**src/rtl/rv32_multicycle_core.sv**
```systemverilog
// Multicycle RV32I subset core: handshaked instruction fetch with a timeout,
// internal register file, and halt/error states visible to a debug harness.
module rv32_multicycle_core #(
    parameter int PC_W     = 8,
    parameter int NREG     = 32,
    parameter int END_PC   = 255,
    parameter int WAIT_MAX = 15
) (
    input  logic            clk,
    input  logic            rst,
    input  logic            start,
    output logic            imem_req,
    output logic [PC_W-1:0] imem_addr,
    input  logic [31:0]     imem_rdata,
    input  logic            imem_valid,
    output logic            done,
    output logic            err,
    output logic [PC_W-1:0] pc,
    input  logic [4:0]      dbg_addr,
    output logic [31:0]     dbg_data
);

    localparam int          RW    = $clog2(NREG);
    localparam int          CW    = $clog2(WAIT_MAX + 1);
    localparam logic [31:0] END_W = 32'(END_PC);

    localparam logic [6:0] OPC_OP     = 7'b0110011;
    localparam logic [6:0] OPC_OPIMM  = 7'b0010011;
    localparam logic [6:0] OPC_LUI    = 7'b0110111;
    localparam logic [6:0] OPC_BRANCH = 7'b1100011;
    localparam logic [6:0] OPC_JAL    = 7'b1101111;
    localparam logic [6:0] OPC_SYSTEM = 7'b1110011;

    typedef enum logic [2:0] {
        S_IDLE, S_FETCH, S_WAIT, S_EXECUTE, S_WRITEBACK, S_DONE, S_ERROR
    } state_t;

    state_t                     state;
    logic [31:0]                ir;
    logic [CW-1:0]              wcnt;
    logic [NREG-1:0][31:0]      regs;
    logic [31:0]                res_q;
    logic [PC_W-1:0]            npc_q;
    logic                       wr_q;
    logic [4:0]                 rd_q;

    logic [6:0]  opc, f7;
    logic [4:0]  rd, rs1, rs2;
    logic [2:0]  f3;
    logic [31:0] imm_i, imm_b, imm_j, imm_u, rs1v, rs2v;
    logic        bad_rd, bad_rs1, bad_rs2;
    logic [31:0] res;
    logic [PC_W-1:0] npc;
    logic        wr, ill, brk, taken;

    assign opc = ir[6:0];
    assign rd  = ir[11:7];
    assign f3  = ir[14:12];
    assign rs1 = ir[19:15];
    assign rs2 = ir[24:20];
    assign f7  = ir[31:25];

    assign imm_i = {{20{ir[31]}}, ir[31:20]};
    assign imm_b = {{19{ir[31]}}, ir[31], ir[7], ir[30:25], ir[11:8], 1'b0};
    assign imm_j = {{11{ir[31]}}, ir[31], ir[19:12], ir[20], ir[30:21], 1'b0};
    assign imm_u = {ir[31:12], 12'b0};

    assign bad_rd  = {1'b0, rd}  >= 6'(NREG);
    assign bad_rs1 = {1'b0, rs1} >= 6'(NREG);
    assign bad_rs2 = {1'b0, rs2} >= 6'(NREG);

    assign rs1v = bad_rs1 ? 32'd0 : regs[rs1[RW-1:0]];
    assign rs2v = bad_rs2 ? 32'd0 : regs[rs2[RW-1:0]];

    // Byte offsets are converted to word offsets; the sum wraps modulo 2^PC_W.
    function automatic logic [PC_W-1:0] pc_add(input logic [PC_W-1:0] p, input logic [31:0] imm);
        return PC_W'(32'(p) + 32'($signed(imm) >>> 2));
    endfunction

    function automatic logic [31:0] alu(input logic [2:0] op, input logic alt,
                                        input logic [31:0] a, input logic [31:0] b);
        case (op)
            3'b000:  return alt ? a - b : a + b;
            3'b001:  return a << b[4:0];
            3'b010:  return {31'b0, $signed(a) < $signed(b)};
            3'b011:  return {31'b0, a < b};
            3'b100:  return a ^ b;
            3'b101:  return alt ? 32'($signed(a) >>> b[4:0]) : a >> b[4:0];
            3'b110:  return a | b;
            default: return a & b;
        endcase
    endfunction

    always_comb begin
        res   = 32'd0;
        npc   = pc + PC_W'(1);
        wr    = 1'b0;
        ill   = 1'b0;
        brk   = 1'b0;
        taken = 1'b0;
        case (opc)
            OPC_OP: begin
                wr  = 1'b1;
                res = alu(f3, ir[30], rs1v, rs2v);
                ill = bad_rd || bad_rs1 || bad_rs2 ||
                      !(f7 == 7'h00 || f7 == 7'h20) ||
                      (f7 == 7'h20 && f3 != 3'b000 && f3 != 3'b101);
            end
            OPC_OPIMM: begin
                wr  = 1'b1;
                // Only the right shift uses bit 30 as a selector; ADDI never subtracts.
                res = alu(f3, (f3 == 3'b101) && ir[30], rs1v, imm_i);
                ill = bad_rd || bad_rs1;
            end
            OPC_LUI: begin
                wr  = 1'b1;
                res = imm_u;
                ill = bad_rd;
            end
            OPC_BRANCH: begin
                case (f3)
                    3'b000:  taken = rs1v == rs2v;
                    3'b001:  taken = rs1v != rs2v;
                    3'b100:  taken = $signed(rs1v) <  $signed(rs2v);
                    3'b101:  taken = $signed(rs1v) >= $signed(rs2v);
                    3'b110:  taken = rs1v <  rs2v;
                    3'b111:  taken = rs1v >= rs2v;
                    default: taken = 1'b0;
                endcase
                ill = bad_rs1 || bad_rs2 || f3 == 3'b010 || f3 == 3'b011 || imm_b[1];
                if (taken) npc = pc_add(pc, imm_b);
            end
            OPC_JAL: begin
                wr  = 1'b1;
                res = (32'(pc) + 32'd1) << 2;
                npc = pc_add(pc, imm_j);
                ill = bad_rd || imm_j[1];
            end
            OPC_SYSTEM: begin
                brk = ir == 32'h0010_0073;
                ill = !brk;
            end
            default: ill = 1'b1;
        endcase
    end

    always_comb begin
        dbg_data = 32'd0;
        if ({1'b0, dbg_addr} < 6'(NREG)) dbg_data = regs[dbg_addr[RW-1:0]];
    end

    always_ff @(posedge clk or negedge rst) begin
        if (!rst) begin
            state     <= S_IDLE;
            pc        <= '0;
            imem_req  <= 1'b0;
            imem_addr <= '0;
            done      <= 1'b0;
            err       <= 1'b0;
            ir        <= '0;
            wcnt      <= '0;
            regs      <= '0;
            res_q     <= '0;
            npc_q     <= '0;
            wr_q      <= 1'b0;
            rd_q      <= '0;
        end else begin
            imem_req <= 1'b0;
            case (state)
                S_IDLE: if (start) begin
                    pc        <= '0;
                    imem_addr <= '0;
                    imem_req  <= 1'b1;
                    state     <= S_FETCH;
                end
                S_FETCH: begin
                    wcnt  <= '0;
                    state <= S_WAIT;
                end
                S_WAIT: begin
                    if (imem_valid) begin
                        ir    <= imem_rdata;
                        state <= S_EXECUTE;
                    end else begin
                        wcnt <= wcnt + CW'(1);
                        if (wcnt == CW'(WAIT_MAX - 1)) begin
                            err   <= 1'b1;
                            state <= S_ERROR;
                        end
                    end
                end
                S_EXECUTE: begin
                    if (brk) begin
                        done  <= 1'b1;
                        state <= S_DONE;
                    end else if (ill) begin
                        err   <= 1'b1;
                        state <= S_ERROR;
                    end else begin
                        res_q <= res;
                        npc_q <= npc;
                        wr_q  <= wr;
                        rd_q  <= rd;
                        state <= S_WRITEBACK;
                    end
                end
                S_WRITEBACK: begin
                    // regs[0] is never written, so x0 reads as zero.
                    if (wr_q && rd_q != 5'd0) regs[rd_q[RW-1:0]] <= res_q;
                    pc <= npc_q;
                    if (32'(npc_q) == END_W) begin
                        done  <= 1'b1;
                        state <= S_DONE;
                    end else begin
                        imem_addr <= npc_q;
                        imem_req  <= 1'b1;
                        state     <= S_FETCH;
                    end
                end
                S_DONE: if (!start) begin
                    done  <= 1'b0;
                    state <= S_IDLE;
                end
                S_ERROR: if (!start) begin
                    err   <= 1'b0;
                    state <= S_IDLE;
                end
                default: state <= S_IDLE;
            endcase
        end
    end

endmodule

```
**config.mk**
```make
export PLATFORM = sky130hd
export DESIGN_NAME = rv32_multicycle_core
export DESIGN_NICKNAME = d
export VERILOG_FILES = /design/src/rtl/rv32_multicycle_core.sv
export SDC_FILE = /design/constraint.sdc
export NUM_CORES = 2
export LEC_CHECK = 0
export ABC_AREA = 0
export BUFFER_PORTS_ARGS = -buffer_cell sky130_fd_sc_hd__buf_2
export CORE_MARGIN = 5
export CORE_UTILIZATION = 50
export CTS_CLUSTER_SIZE = 14
export DETAILED_ROUTE_END_ITERATION = 8
export PLACE_DENSITY = 0.66
export SYNTH_ARGS = -nofsm -noshare
export SYNTH_HDL_FRONTEND = slang
export SYNTH_SLANG_ARGS = --single-unit
```
**constraint.sdc**
```tcl
create_clock -name clk -period 5.5 [get_ports clk]
set_input_delay 0.825 -clock clk [delete_from_list [all_inputs] [get_ports clk]]
set_output_delay 0.825 -clock clk [all_outputs]
set_load 0.05 [all_outputs]
```
==> metrics.md <==
| Metric | Value |
|---|---|
| Status | complete, but fails checks |
| Failing checks | max-capacitance violations, max-slew violations, negative setup slack |
| Post-layout min period | approximately 5500 ps |
| Logic pwr share | between 60% and 70% |
| Worst R2R Start | ir[15] |
| Number of synthesized flops with an enable pin | 0 |
| Register area share after synthesis | 33.1% |
| Vias in the first global route | ~73000 |
| H-Tree Depth | 4 |
| Initial antenna violation count | 12 |
| Clock power frac | between 15 and 20% |
| Final Max Tran Viols | 33 |
| Clk slew on worst S/H paths | 60 ps |
| Synth Flop Type | dfrtp_1 |
| Fraction of layout cells with a size suffix above 1 | between 40% and 50% |
| Peak VDD IR | 0.000529 V |
| Top post-synthesis cells by area | dfrtp_1, mux4_2, mux2_2, mux2i_1, ha_1 |
| Dpl hpwl | between 200000 and 300000 um |
| IO Pins | between 90 and 100 |
| P_int | 28.3 mW |
| Fin crit share | 101% |
| Critical Path End Type | flip-flop |
| Starting Density | between 50% and 60% |
| Total track usage | 43.6% |
| Root buffer cell | clkbuf_16 |
| WL/cell | approximately 40 um |
| Count of final hold-check violations | 0 |
| Worst setup SP type | flip-flop |
| Final setup margin | -29.4 ps |
| 1st-iter DRT viols | approximately 11000 |
| Synth area leader | dfrtp_1 |
| Via/cell ratio | 7.38 |
| RSZ-0062 raised after global routing | true |
| Worst hold path class | in -> async |
| Switching Fraction | 50.2% |
| Clock sinks | about 1100 |
| # Max-Cap Violations | 1 |
| Core Area | between 0.15 and 0.2 mm^2 |
| Vias | approximately 75000 |
| Gp weighted congestion | ~1.1 |
| Crit path from | ir[15] |
| Cts bufs inserted | roughly 130 |
| Pwr dens | between 500 and 600 mW/mm^2 |
| Post-synthesis async set-or-reset flop share | between 90% and 100% |
| Die Wd | between 400 and 500 um |
| Pwr Total | 56.9 mW |
| Die H | around 420 um |
| Sequential share of power | between 15 and 20% |
| First-pass GRT wire length | 561000 um |
| Cells after DPL | just under 10000 |
| P&R area growth vs syn | 19.2% |
| P_sw | about 29 mW |
| Die area | roughly 0.18 mm^2 |
| CP Class | reg -> reg |
| Critical path fanouts, max | 12 |
| Pre-Repair DR Iteration Count | 7 |
| Grt total ovfl | 0 |
| Cell area after synthesis | roughly 0.085 mm^2 |
| Core Rows | around 150 |
| CTS Buffer Depth | 3 |
| Critical path arrival | a little over 6000 ps |
| Non-Filler Instances | around 10000 |
| DRC | 0 |
| Average instance area after synthesis | roughly 12 um^2 |
| Port bufs | 91 |
| Later-pin clock latency in the skew report | 820 ps |
| CTS tree | done |
| Worst Tran Pin Value | 1510 ps |
| Max Clock Skew | around 55 ps |
| Worst endpoint required time | a little over 6000 ps |
| Headroom to the max-slew limit | -0.934% |
| Final #Nets | roughly 8100 |
| Max Freq | about 0.18 GHz |
| FF+latch count, synth | approximately 1100 |
| Synth warn | 0 |
| Final setup viols | 4 |
| Synth top area share | between 30 and 40% |
| Post-Syn Nets | ~7600 |
| DRT Wirelength | between 300000 and 400000 um |
| Number of routed nets with antenna violations | 0 |
| Synth Instances | around 7300 |
| Largest net degree at the start of global routing | around 150 |
| Distinct cells, synth | approximately 110 |
| Static leakage | 45.7 nW |
==> synth_stat cells, types with 129 or more instances <==
cell type,number
mux2i_1,399
dfrtp_1,1128
nand2_1,479
clkbuf_1,465
mux2_2,1077
buf_1,133
o21ai_0,236
inv_1,129
nand3_1,142
mux4_2,800
ha_1,234
nor2_1,363
a21oi_1,319
==> worst max-delay path: stages (launching register included) <==
cell,delay [ps]
dfrtp_4,520
buf_12,180
buf_16,170
buf_12,120
mux4_2,500
a22o_1,240
a211oi_1,360
a41o_2,270
buf_4,140
buf_4,280
o21ai_0,160
o21ai_0,250
nor2_1,90
o31ai_1,880
o21ai_0,380
o221ai_1,600
o211ai_1,170
==> per-stage QoR <==
step           setup slack, ps  TNS [ps]  hold WS [ps]  cell area [um^2]  utilization [%]
2_1_floorplan             1.60         0           458             85500                -
3_3_place_gp             -1560    -15080           393             94500             55.8
3_5_place_dp              -975    -16510           403             94500             55.8
4_1_cts                  -43.3      -166          7.51            100000             59.2
5_1_grt                   -149     -1040          43.1            102000             60.0
6_report                 -29.4     -37.7          7.48            102000             60.0
==> timing repair <==
| action | 4_1_cts | 5_1_grt |
|---|---|---|
| hold buffers | 0 | 0 |
| resized for setup | 122 | 225 |
| buffers inserted | 43 | 41 |
| endpoints found under the setup margin | 31 | 34 |
| pin swaps | 33 | 82 |
| gates cloned | 6 | 2 |
==> cell usage in the layout, fill, tap and decap left out, drive strengths merged, types with 142 or more instances in the layout <==
cell and count:
mux4 800, dfrtp 1128, nor2 363, ha 234
buf 1197, nand2 484, mux2i 401, clkbuf 183
nand3 142, mux2 1078, inv 149, o21ai 241
a21oi 320
==> final cells by class <==
cell class              instances  area [um^2]
diodes                          6         15.0
flip-flops and latches       1128        28300
fillers                     13474        67800
repair buffers               1200        10900
multi-input cells            5251        54600
inverters                     149          572
clock buffers                 181         3680
clock inverters                57          863
well taps                    2218         2780
==> final timing paths <==
check | endpoint | slack (ps) | depth (start not counted)
worst max-delay path | res_q[18] | -30 | 16
worst min register to register | regs[7] | 420 | 0
max in group asynchronous | regs[1009] | 4080 | 2
min in group clk | ir[8] | 240 | 2
worst min-delay path | regs[134] | 7 | 1
worst max register to register | res_q[18] | -30 | 16
==> state kept, by name, summed over array words and instances, names as in the netlist <==
name       count
regs        1024
ir            32
res_q         32
imem_addr      8
npc_q          8
pc             8
rd_q           5
wcnt           4
state          3
done           1
err            1
imem_req       1
wr_q           1
==> per-layer routing <==
metal	track usage [%]	part of all wire, %	vias to the layer above
met2	63.0	43	5848
met3	13.8	13	1399
met4	25.8	7.6	6
met5	0	0.0085	-
met1	57.7	37	38601
li1	-	-	29349
==> power by group through the flow <==
stage / registers, mW / logic (mW) / clock network, mW
detailed placement: 9.24 / 34.2 / 0
global placement: 9.24 / 34.5 / 0
finish: 9.10 / 38.5 / 9.32
floorplan: 8.96 / 18.1 / 0
CTS: 9.07 / 35.6 / 9.40
global route: 9.10 / 39.1 / 9.75
==> logic make-up after synthesis <==
family / Yosys count / share of synthesized area (%)
DFF: 1128 / 33.1
buffers and inverters: 905 / 4.68
and+or+nand+nor: 1290 / 6.76
AOI/OAI and AO/OA: 1396 / 11.3
adders and majority gates: 240 / 3.57
xor gates and xnor gates: 46 / 0.472
muxes: 2279 / 40.1
No activity file was read; power rests on OpenSTA's default activity.
